$ cat src/rtl/i2c_pkg.sv
// Shared definitions for the I2C slave read path: tx FSM states, widths, ACK/NACK levels.
package i2c_pkg;

  localparam int   I2C_ADDR_W = 5;
  localparam int   I2C_DATA_W = 8;
  localparam logic ACK        = 1'b0;
  localparam logic NACK       = 1'b1;

  typedef enum logic [2:0] {
    TX_IDLE,
    TX_FETCH,
    TX_LOAD,
    TX_SEND,
    TX_ACK,
    TX_ACK_HOLD,
    TX_NACKED
  } tx_state_t;

endpackage

$ cat src/rtl/i2c_sync_edge.sv
// Pin synchronizer with rise/fall detection; flops reset to 1 to match an idle bus.
module i2c_sync_edge #(
  parameter int STAGES = 2
) (
  input  logic clk,
  input  logic rst_n,
  input  logic d,
  output logic lvl,
  output logic rise,
  output logic fall
);

  logic [STAGES-1:0] sync;
  logic              prev;

  always_ff @(posedge clk) begin
    if (!rst_n) begin
      sync <= '1;
      prev <= 1'b1;
    end else begin
      sync <= (sync << 1) | STAGES'(d);
      prev <= lvl;
    end
  end

  assign lvl  = sync[STAGES-1];
  assign rise = lvl & ~prev;
  assign fall = ~lvl & prev;

endmodule

$ cat src/rtl/i2c_slave_tx.sv
// I2C slave read datapath: fetches RAM bytes and shifts them out on SDA until the master NACKs.
// Optional byte counter output enabled by defining I2C_SLAVE_TX_BYTECNT_EN.
module i2c_slave_tx
  import i2c_pkg::*;
#(
  parameter int ADDR_W      = I2C_ADDR_W,
  parameter int DATA_W      = I2C_DATA_W,
  parameter int SYNC_STAGES = 2
) (
  input  logic              clk,
  input  logic              rst_n,
  input  logic              scl_in,
  input  logic              sda_in,
  input  logic              tx_start,
  input  logic [ADDR_W-1:0] ptr_in,
  input  logic              bus_abort,
  output logic [ADDR_W-1:0] radd,
  input  logic [DATA_W-1:0] rdata,
  output logic              sda_oe,
  output logic              busy,
  output logic              done,
  output logic [ADDR_W-1:0] ptr_out
`ifdef I2C_SLAVE_TX_BYTECNT_EN
  ,
  output logic [7:0]        byte_cnt
`endif
);

  localparam int CNT_W = $clog2(DATA_W + 1);

  tx_state_t         state, state_nxt;
  logic [DATA_W-1:0] shreg, nxt_byte;
  logic [CNT_W-1:0]  bitcnt;
  logic [ADDR_W-1:0] ptr;
  logic [1:0]        vld_pipe;

  // index 0 = SCL, index 1 = SDA
  logic [1:0] pin, lvl, rise, fall;
  assign pin = {sda_in, scl_in};

  for (genvar i = 0; i < 2; i++) begin : g_sync
    i2c_sync_edge #(.STAGES(SYNC_STAGES)) u_sync (
      .clk  (clk),
      .rst_n(rst_n),
      .d    (pin[i]),
      .lvl  (lvl[i]),
      .rise (rise[i]),
      .fall (fall[i])
    );
  end

  logic scl_rise, scl_fall, sda_s;
  assign scl_rise = rise[0];
  assign scl_fall = fall[0];
  assign sda_s    = lvl[1];

  logic unused_sync;
  assign unused_sync = lvl[0] | rise[1] | fall[1];

  logic abort, start_ok, last_rise, pf_go;
  assign abort     = (state != TX_IDLE) && bus_abort;
  assign start_ok  = (state == TX_IDLE) && tx_start && !bus_abort;
  assign last_rise = scl_rise && (bitcnt == CNT_W'(DATA_W - 1));
  // Next byte is prefetched the moment the current one is fully clocked out
  assign pf_go     = (state == TX_SEND) && last_rise && !bus_abort;

  always_comb begin
    state_nxt = state;
    if (abort) begin
      state_nxt = TX_IDLE;
    end else begin
      case (state)
        TX_IDLE:     if (start_ok) state_nxt = TX_FETCH;
        TX_FETCH:    state_nxt = TX_LOAD;
        TX_LOAD:     state_nxt = TX_SEND;
        TX_SEND:     if (scl_fall && bitcnt == CNT_W'(DATA_W)) state_nxt = TX_ACK;
        TX_ACK:      if (scl_rise) state_nxt = (sda_s == ACK) ? TX_ACK_HOLD : TX_NACKED;
        TX_ACK_HOLD: if (scl_fall) state_nxt = TX_SEND;
        TX_NACKED:   if (scl_fall) state_nxt = TX_IDLE;
        default:     state_nxt = TX_IDLE;
      endcase
    end
  end

  always_ff @(posedge clk) begin
    if (!rst_n) begin
      state    <= TX_IDLE;
      shreg    <= '0;
      nxt_byte <= '0;
      bitcnt   <= '0;
      ptr      <= '0;
      radd     <= '0;
      sda_oe   <= 1'b0;
      done     <= 1'b0;
      vld_pipe <= '0;
    end else begin
      state    <= state_nxt;
      done     <= 1'b0;
      vld_pipe <= {vld_pipe[0], pf_go};
      if (vld_pipe[1]) nxt_byte <= rdata;
      if (abort) begin
        sda_oe <= 1'b0;
      end else begin
        case (state)
          TX_IDLE: if (start_ok) begin
            ptr  <= ptr_in;
            radd <= ptr_in;
          end
          TX_LOAD: begin
            shreg  <= rdata;
            bitcnt <= '0;
            sda_oe <= ~rdata[DATA_W-1];
          end
          TX_SEND: begin
            if (scl_rise) bitcnt <= bitcnt + CNT_W'(1);
            if (last_rise) begin
              ptr  <= ptr + ADDR_W'(1);
              radd <= ptr + ADDR_W'(1);
            end
            if (scl_fall) begin
              if (bitcnt < CNT_W'(DATA_W)) begin
                shreg  <= shreg << 1;
                sda_oe <= ~shreg[DATA_W-2];
              end else begin
                sda_oe <= 1'b0;
              end
            end
          end
          TX_ACK_HOLD: if (scl_fall) begin
            shreg  <= nxt_byte;
            sda_oe <= ~nxt_byte[DATA_W-1];
            bitcnt <= '0;
          end
          TX_NACKED: if (scl_fall) done <= 1'b1;
          default: ;
        endcase
      end
    end
  end

`ifdef I2C_SLAVE_TX_BYTECNT_EN
  always_ff @(posedge clk) begin
    if (!rst_n)
      byte_cnt <= '0;
    else if (start_ok)
      byte_cnt <= '0;
    else if (!abort && state == TX_ACK && scl_rise && sda_s == ACK && byte_cnt != 8'hFF)
      byte_cnt <= byte_cnt + 8'd1;
  end
`endif

  assign busy    = (state != TX_IDLE);
  assign ptr_out = ptr;

endmodule

$ cat config.mk
export PLATFORM = sky130hd
export DESIGN_NAME = i2c_slave_tx
export DESIGN_NICKNAME = d
export VERILOG_FILES = /design/src/rtl/i2c_pkg.sv /design/src/rtl/i2c_sync_edge.sv /design/src/rtl/i2c_slave_tx.sv
export SDC_FILE = /design/constraint.sdc
export NUM_CORES = 1
export LEC_CHECK = 0
export ABC_AREA = 1
export BUFFER_PORTS_ARGS = -buffer_cell sky130_fd_sc_hd__clkbuf_2
export CELL_PAD_IN_SITES_DETAIL_PLACEMENT = 0
export CELL_PAD_IN_SITES_GLOBAL_PLACEMENT = 1
export CORE_ASPECT_RATIO = 2
export CORE_MARGIN = 2
export CORE_UTILIZATION = 40
export DETAILED_ROUTE_END_ITERATION = 10
export PLACE_DENSITY = 0.82
export SETUP_SLACK_MARGIN = 0.02
export SYNTH_ARGS = -nofsm -noshare
export SYNTH_HDL_FRONTEND = slang
export SYNTH_SLANG_ARGS = --single-unit
$ cat constraint.sdc
create_clock -name clk -period 1.8 [get_ports clk]
set_clock_uncertainty 0.1 [all_clocks]
set_input_delay 0.36 -clock clk [delete_from_list [all_inputs] [get_ports clk]]
set_output_delay 0.36 -clock clk [all_outputs]
set_load 0.02 [all_outputs]
## After elaboration in Yosys (flattened, before gate mapping)

Index checks and enable logic that the tools add are counted.

- $lt $le $gt $ge: 1
- Eq/ne operators: 17
- Bitwise operators: 12
- Reduce and logical (&&, ||, !) cells: 19
- Add/sub/neg operators: 2
- Multiplexer cells: 22

Operators with widths:

| operator | number |
|---|---|
| 7-bit two-way mux | 3 |
| 3-bit case mux with 7 select lines | 1 |
| 7-bit case mux with 3 select lines | 1 |
| 3-bit two-way mux | 5 |
| 2-bit inequality test (second input constant) | 7 |
| 4-bit case mux with 3 select lines | 1 |
| 5-bit two-way mux | 2 |
| 5-bit case mux with 2 select lines | 1 |
| 5-bit AND reduction | 2 |
| 3-bit equality test (second input constant) | 3 |
| 4-bit two-way mux | 2 |
| 1-bit inverter | 8 |
| 4-bit AND reduction | 2 |
| 1-bit logical AND | 7 |
| 3-bit by 2-bit equality test with 1-bit output (second input constant) | 2 |
| 3-bit nonzero test | 2 |
| 5-bit by 1-bit adder with 5-bit output (second input constant) | 1 |
| 4-bit by 1-bit adder with 4-bit output (second input constant) | 1 |
| 4-bit by 3-bit equality test with 1-bit output (second input constant) | 1 |
| 4-bit equality test (second input constant) | 1 |
| 4-bit < comparator (second input constant) | 1 |
| 1-bit two-way mux | 4 |
| 2-bit by 1-bit inequality test with 1-bit output (second input constant) | 2 |
| 2-bit by 1-bit bitwise OR with 2-bit output | 2 |
| other kinds (10) | 11 |

- Bits in registers: 36
- Bits of input ports: 19
- Word-level logic and storage cells: 84
- Output and inout bits: 13

## Depth between registers and ports, before layout

Gate-level depths: netlist of run 1.

- Depth in word-level cells: 5
- Gate-level depth with buffers: 11
- Depth with buffers taken out: 9

## Hierarchy

A second synthesis of run 1 with hierarchy kept.

- Cell total of the unflattened synthesis: 301
- Area total of the unflattened synthesis: 1951.9 um2

Modules (own cells, without submodules):

| module | area an instance (um2) | instances | sequential area each (um2) | cells each |
|---|---|---|---|---|
| i2c_slave_tx | 1764.2 | 1 | 620.6 | 277 |
| i2c_sync_edge | 93.8 | 2 | 60.1 | 12 |

## Worst setup path after synthesis of run 1

Ideal clock, no wire load.

- Path kind: flip-flop to flip-flop
- From: register state[2]
- To: register shreg[4]
- Required time: 1.586 ns
- Arrival time: 1.208 ns
- Clock period less this slack: 1.422 ns
- Setup slack: 0.378 ns
- Path buffers: 2
- Cell stages (with the launch flop): 11
- Library setup time: 0.114 ns
- Cell sequence: dfxtp_1 buf_6 nor2_4 nand2_4 nand2_4 o21ai_2 nor2_8 buf_6 nand2_2 nand2_1 nor2_2

- Cells in the longest elaborated chain, start to end: 4
- Elaborated cells on any way between the ends: 12
- Those cells by class: eq/ne (6); mux (1); bitwise (1); reduce/logical (4)

RTL lines:

| item | line | text |
|---|---|---|
| start, declared | i2c_slave_tx.sv:31 | `tx_state_t state, state_nxt;` |
| start signal, assigned | i2c_slave_tx.sv:97 | `state <= state_nxt;` |
| 3-bit nonzero test | -- |  |
| net busy | i2c_slave_tx.sv:20 | `output logic busy,` |
| 1-bit logical AND | i2c_slave_tx.sv:61 | `assign abort = (state != TX_IDLE) && bus_abort;` |
| 1-bit inverter (no source line) | -- |  |
| 5-bit AND reduction (no source line) | -- |  |
| end signal, assigned | i2c_slave_tx.sv:110 | `shreg <= rdata;` |
| end signal, assigned | i2c_slave_tx.sv:122 | `shreg <= shreg << 1;` |
| end signal, assigned | i2c_slave_tx.sv:130 | `shreg <= nxt_byte;` |
| end, declared | i2c_slave_tx.sv:32 | `logic [DATA_W-1:0] shreg, nxt_byte;` |

The timed path passes the listed nets, and every way through them passes these cells.
A chain may end at the register's enable or synchronous reset.

## Worst setup path after layout of run 1

- From: register state[2]
- To: output port busy

- Cells in the longest elaborated chain, start to end: 1

RTL lines:

| item | line | text |
|---|---|---|
| 3-bit nonzero test | i2c_slave_tx.sv:152 | `assign busy = (state != TX_IDLE);` |
| end, declared | i2c_slave_tx.sv:20 |  |

Every way passes these cells.

==> results of run 1 <==
-- path summary, 6_finish.rpt --
| path | from | end | slack [ns] | depth (start not counted) |
|---|---|---|---|---|
| setup / recovery | state[2] | busy | 0.15 | 4 |
| hold / removal | sda_in | g_sync[1].u_sync.sync[0] | 0.15 | 2 |
| hold reg to reg | g_sync[0].u_sync.sync[0] | g_sync[0].u_sync.sync[1] | 0.31 | 1 |
| setup reg to reg | bitcnt[0] | state[1] | 0.20 | 8 |
-- cell usage after synthesis --
master    count  share of area (%)
buf_2         2               0.50
inv_6         1               0.44
nand3_1      14                3.5
clkbuf_1      2               0.37
nand2_2       6                1.9
ha_1          3                1.9
nand3_2       1               0.50
inv_4         1               0.31
nor2_8        1                1.0
buf_6         4                2.2
o21ai_2       1               0.44
a21oi_1      18                4.5
nand2_4       5                2.8
buf_4         6                2.2
nor2_1       49                9.1
o21ai_0      22                5.5
o21ai_1       1               0.25
nor3b_1       1               0.37
dfxtp_1      36                 36
nand4_1       2               0.62
nor3_1        3               0.75
or2_2         5                1.6
nor2_4        2                1.1
nand3_4       2                1.7
and2_2        1               0.37
nand2_1      74                 14
inv_1        28                5.2
nor2_2        4                1.2
-- cells by family (layout without fill, tap and decap cells) --
kind of cell / count (synthesis) / in the layout / synth area share [%]
buffers and inverters: 44 / 77 / 11.3
AND/OR/NAND/NOR: 170 / 170 / 40.4
AO/OA/AOI/OAI: 42 / 42 / 10.6
adder cells (fa/ha/maj): 3 / 3 / 1.87
flip-flops: 36 / 36 / 35.8
-- layout make-up --
type | instances | area share, %
Clock buffer | 6 | 3.60
Sequential cell | 36 | 31.6
Clock inverter | 2 | 0.437
Inverter | 30 | 5.24
Tap cell | 57 | 3.11
Timing Repair Buffer | 39 | 9.39
Multi-Input combinational cell | 215 | 46.6
-- stage by stage --
stage	worst slack (ns)	cell area (sq um)	hold slack, ns	cells	power [uW]
2_1_floorplan	0.378	2010	0.290	295	2510
3_3_place_gp	0.0508	2190	0.294	377	2790
3_5_place_dp	0.0774	2190	0.301	377	2810
4_1_cts	0.0539	2280	0.143	385	3420
5_1_grt	0.0382	2290	0.156	385	3690
6_report	0.153	2290	0.150	385	3390
-- worst register-to-register path, stage by stage (launching register included) --
cell and delay [ns]:
dfxtp_1 0.35, inv_1 0.08, ha_1 0.17, nand3_1 0.11, o21ai_0 0.31, nand3_1 0.20
nand2_1 0.09, nand2_1 0.05, nor2_1 0.08
-- registers in the layout, indices dropped and copies added, names as in the netlist --
signal	flops
g_sync.u_sync.prev	1
g_sync.u_sync.sync	4
done	1
nxt_byte	8
state	3
bitcnt	4
sda_oe	1
ptr_out	5
vld_pipe	2
shreg	7
-- routing by layer --
| layer | part of all wire [%] | vias to the layer above | GRT usage, % | wire length [um] |
|---|---|---|---|---|
| met5 | 0 | - | 0 | 0 |
| met4 | 3.6 | 0 | 11.3 | 163 |
| met3 | 2.5 | 15 | 3.02 | 113 |
| met2 | 56 | 33 | 32.4 | 2570 |
| met1 | 37 | 817 | 18.2 | 1700 |
| li1 | - | 979 | - | - |
-- power by group --
| part | internal (uW) | switching [uW] |
|---|---|---|
| logic | 587 | 1050 |
| registers | 973 | 171 |
| clock network | 306 | 301 |
-- what timing repair did --
action / CTS / global route
hold buffers: 0 / 0
gates resized for setup: 1 / 4
pin swaps: 0 / 0
buffers inserted: 0 / 0
setup endpoints to repair: 1 / 5
==> results.md, run 1 <==
- Hold Vio Cnt, Final: 0
- Most common cell after layout, fill and taps aside: nand2_1
- Num CTS Buffers: 5
- Setup violators final: 0
- Initial Util: 41.4%
- Min-Delay Path Class: in -> reg
- Die Area: 5650 sq um
- Area Growth Syn to Fin: 13.9%
- CP Buf/Inv Count: 2
- Leakage: 0.00114 uW
- 1st-iter DRT viols: 15
- Worst-Margin Slew: 0.508 ns
- Cell variety after synth: 28
- Max-cap viol count: 0
- Largest net degree at the start of global routing: 17
- Synthesized Nets: 317
- Worst path arrival time: 1.19 ns
- Netlist Area Pre-Place: 2010 sq um
- Max FO, Critical Path: 5
- 1st-pass router iterations: 4
- Post-route DRC: 0
- # IOs: 32
- Clk slew on worst S/H paths: 0.07 ns
- Routed vias/inst: 4.79
- Critical path class: reg -> out
- Fill count: 542
- Die W: 54.2 um
- Synth warnings: 0
- Relative slew margins: 66.1%
- Power density over the cells: 1480 nW/um^2
- I/O Buffers: 31
- Tmin final: 1.65 ns
- Period utilization: 91.5%
- CTS tree: done
- Area of the multi-input gates: 1070 sq um
- Sequential fraction of the synthesis area: 35.8%
- Clk sinks: 36
- DR vias: 1844
- Final Util: 47.1%
- Routed WL: 4550 um
- CP Capture Type: output port
- Vias in the first global route: 1775
- Htree depth: 2
- VDD IR max: 0.000641 V
- Clk_lat worst skew: 0.29 ns
- Die height: 104 um
- Status: complete, no violations
- Gpl congestion: 0.852
- DP Wirelength: 3610 um
- Gr usage total: 18.3%
- Share of post-route cells with drive strength above 1: 24.7%
- Crit path cell chain: buf_4 > nor2_4 > nand2_4 > clkbuf_2
- Antenna-violating nets left: 0
- Most frequent cells in the layout: nand2_1, nor2_1, dfxtp_1, clkbuf_2, inv_1
- Required @ worst endpoint: 1.34 ns
- Reg area: 724 sq um
- Number of diodes: 0
- Cells after Synth: 295
- Crit path launch type: register
- Core Rows: 36
- Slowest CP cell: dfxtp_2
- Nets: 349
- First-pass GRT wire length: 7690 um
- Initial antenna violation count: 0
- Yosys reg bits: 36
- RSZ-0062 raised after global routing: no
- CTS max path bufs: 2
- Slowest stage delay, CP: 0.36 ns
- Fin Setup TNS: 0 ns
- Total core area: 4860 sq um
- Mean post-synth cell area: 6.82 sq um
- CP delay by family, top: flip-flops
- Drt wl/cell: 11.8 um
- Root Buffer: clkbuf_8
- Gr ovfl total: 0
- Pins over their slew limit: 0
- F_max: 0.607 GHz
No activity file was read; power rests on OpenSTA's default activity.
==> run 2: changes to the inputs <==
--- a/config.mk
+++ b/config.mk
@@ -10,7 +10,7 @@
 export CELL_PAD_IN_SITES_DETAIL_PLACEMENT = 0
 export CELL_PAD_IN_SITES_GLOBAL_PLACEMENT = 1
 export CORE_ASPECT_RATIO = 2
-export CORE_MARGIN = 2
+export CORE_MARGIN = 3
 export CORE_UTILIZATION = 40
 export DETAILED_ROUTE_END_ITERATION = 10
 export PLACE_DENSITY = 0.82
==> run 2 against run 1 <==
- register-to-register slack hardly changed
- maximum frequency is 3.3% lower
- sequential power hardly changed
- setup slack worse by 0.056 ns
- worst hold slack better by 0.0076 ns
- non-clock buffer count is 2 lower
- global-route usage is 2.3 points lower
- clock-buffer cell count is 2 higher
- critical endpoint unchanged
- largest cell class unchanged
- highest routed layer unchanged
==> results.md, run 2 (synthesis results as in run 1) <==
- Largest net degree at the start of global routing: 23 (+6)
- 1st-iter DRT viols: 45 (+30)
- First-pass GRT wire length: 7600 um (-1.3%)
- Number of diodes: 0 (unchanged)
- Placed insts: 373 (-1.1%)
- Gr usage total: 16.0% (-2.3 points)
- I/O Buffers: 31 (unchanged)
- Setup violators final: 0 (unchanged)
- Most common cell after layout, fill and taps aside: nand2_1
- Fin Setup TNS: 0 ns (unchanged)
- 1st-pass router iterations: 4 (unchanged)
- Worst path arrival time: 1.24 ns (+0.05 ns)
- Clk slew on worst S/H paths: 0.07 ns (about the same)
- Power density over the cells: 1480 nW/um^2 (about the same)
- Hold Vio Cnt, Final: 0 (unchanged)
- # Post-CTS Setup Buffers: 0 (unchanged)
- Worst-Margin Slew: 0.500 ns (-0.00823 ns)
- Htree depth: 2 (unchanged)
- Relative slew margins: 66.6% (+0.55 points)
- Gr ovfl total: 0 (unchanged)
- # IOs: 32 (unchanged)
- Num CTS Buffers: 5 (unchanged)
- Clk_lat worst skew: 0.29 ns (about the same)
- Biggest register: nxt_byte
- Post-route DRC: 0 (unchanged)
- Post-Layout Cell Count: 381 (-1.0%)
- Drt wl/cell: 11.8 um (-0.15%)
- Total core area: 4730 sq um (-2.8%)
- Initial antenna violation count: 0 (unchanged)
- F_max: 0.587 GHz (-3.3%)
- Clk sinks: 36 (unchanged)
- Area Growth Syn to Fin: 12.6%
- Vias in the first global route: 1714 (-3.4%)
- Die W: 56.2 um (+3.7%)
- Core Rows: 35 (-2.8%)
- Fill count: 538 (-0.74%)
- Crit path launch type: register
- CTS max path bufs: 2 (unchanged)
- Status: complete, no violations
- Initial Util: 42.5% (+1.2 points)
- DR vias: 1834 (-0.54%)
- Most frequent cells in the layout: nand2_1, nor2_1, dfxtp_1, clkbuf_2, inv_1
- Flop2flop setup slack: 0.19 ns (about the same)
- Min-Delay Path Class: in -> reg
- Gpl congestion: 0.785 (-7.9%)
- PnR Total Power: 3350 uW (-1.1%)
- Hold Crit Depth: 2 (unchanged)
- Critical path class: reg -> out
- Required @ worst endpoint: 1.34 ns (about the same)
- Die Area: 5970 sq um (+5.7%)
- CP Capture Type: output port
- CP Launch Point: state[2]
- RSZ-0062 raised after global routing: no
- Reg2reg path depth: 9 (+1)
- Max FO, Critical Path: 4 (-1)
- VDD IR max: 0.000725 V (+13%)
- Nets: 347 (-0.57%)
- Hold Crit Endpoint: g_sync[1].u_sync.sync[0]
- Tmin final: 1.70 ns (+0.0563 ns)
- Reg-to-Reg Start: state[2]
- Root Buffer: clkbuf_8
- Largest register FFs: 8 (unchanged)
- CTS tree: done
- Die height: 106 um (+1.9%)
- Hold Crit Start: sda_in
- Routed WL: 4490 um (-1.2%)
- DP Wirelength: 3420 um (-5.3%)
- Period utilization: 94.6% (+3.1 points)
- Reg2reg end: shreg[1]
- Max-cap viol count: 0 (unchanged)
- Routed vias/inst: 4.81 (+0.50%)
- Leakage: 0.00112 uW (-1.6%)
- Pins over their slew limit: 0 (unchanged)
- Antenna-violating nets left: 0 (unchanged)
- Share of post-route cells with drive strength above 1: 23.0% (-1.7 points)
run 2: cell types whose count changed in the layout (fill, tap and decap cells not counted):
cell,previous run,this run
dfxtp_2,3,2
dfxtp_1,33,34
clkinv_2,2,0
buf_4,8,6
o21ai_2,2,1
clkbuf_1,0,2
o21ai_0,21,22
run 2: power by group:
group          switching, uW  internal, uW  total [uW]  leakage [uW]
sequential               186           972        1160      0.000294
combinational           1030           563        1590      0.000782
clock                    285           312         598     0.0000455
total                   1500          1850        3350       0.00112
run 2: through the flow:
| stage | utilization, % | instance area [sq um] | hold slack [ns] | worst slack [ns] |
|---|---|---|---|---|
| 6_report | 47.9 | 2270 | 0.158 | 0.0969 |
| 4_1_cts | 47.9 | 2260 | 0.150 | 0.0366 |
| 5_1_grt | 47.9 | 2270 | 0.159 | 0.0329 |
| 3_3_place_gp | 46.0 | 2170 | 0.295 | 0.174 |
| 2_1_floorplan | - | 2010 | 0.290 | 0.378 |
| 3_5_place_dp | 46.0 | 2170 | 0.300 | 0.148 |
run 2: per-layer routing:
metal,global-route usage (%),vias up,wire length [um]
li1,-,975,-
met1,16.6,820,1780
met2,29.7,30,2450
met3,2.92,9,147
met4,7.98,0,111
met5,0,-,0
run 2: layout make-up:
type                            count  area, sq um  area share (%)
Clock buffer                        8         90.1            3.98
Multi-Input combinational cell    215         1060            46.9
Sequential cell                    36          723            31.9
Tap cell                           55         68.8            3.04
Timing Repair Buffer               37          200            8.83
Inverter                           30          120            5.30
run 2: what timing repair did:
item | CTS | global route
gates resized for setup | 0 | 2
setup endpoints to repair | 0 | 10
hold buffers | 0 | 0
run 2: worst max-delay path, cell delays in order, from the launching register on:
cell and delay, ns:
dfxtp_1 0.47, buf_4 0.19, nor2_4 0.05, nand2_4 0.07, clkbuf_2 0.17
run 2: how the worst max path moves through the flow:
stage          endpoint  slack (ns)  depth (start not counted)
2_1_floorplan  shreg[4]        0.38                         10
6_report           busy         0.1                          4
4_1_cts            busy        0.04                          4
5_1_grt        state[1]        0.03                          7
3_5_place_dp   shreg[1]        0.15                          9
3_3_place_gp   shreg[2]        0.17                          9
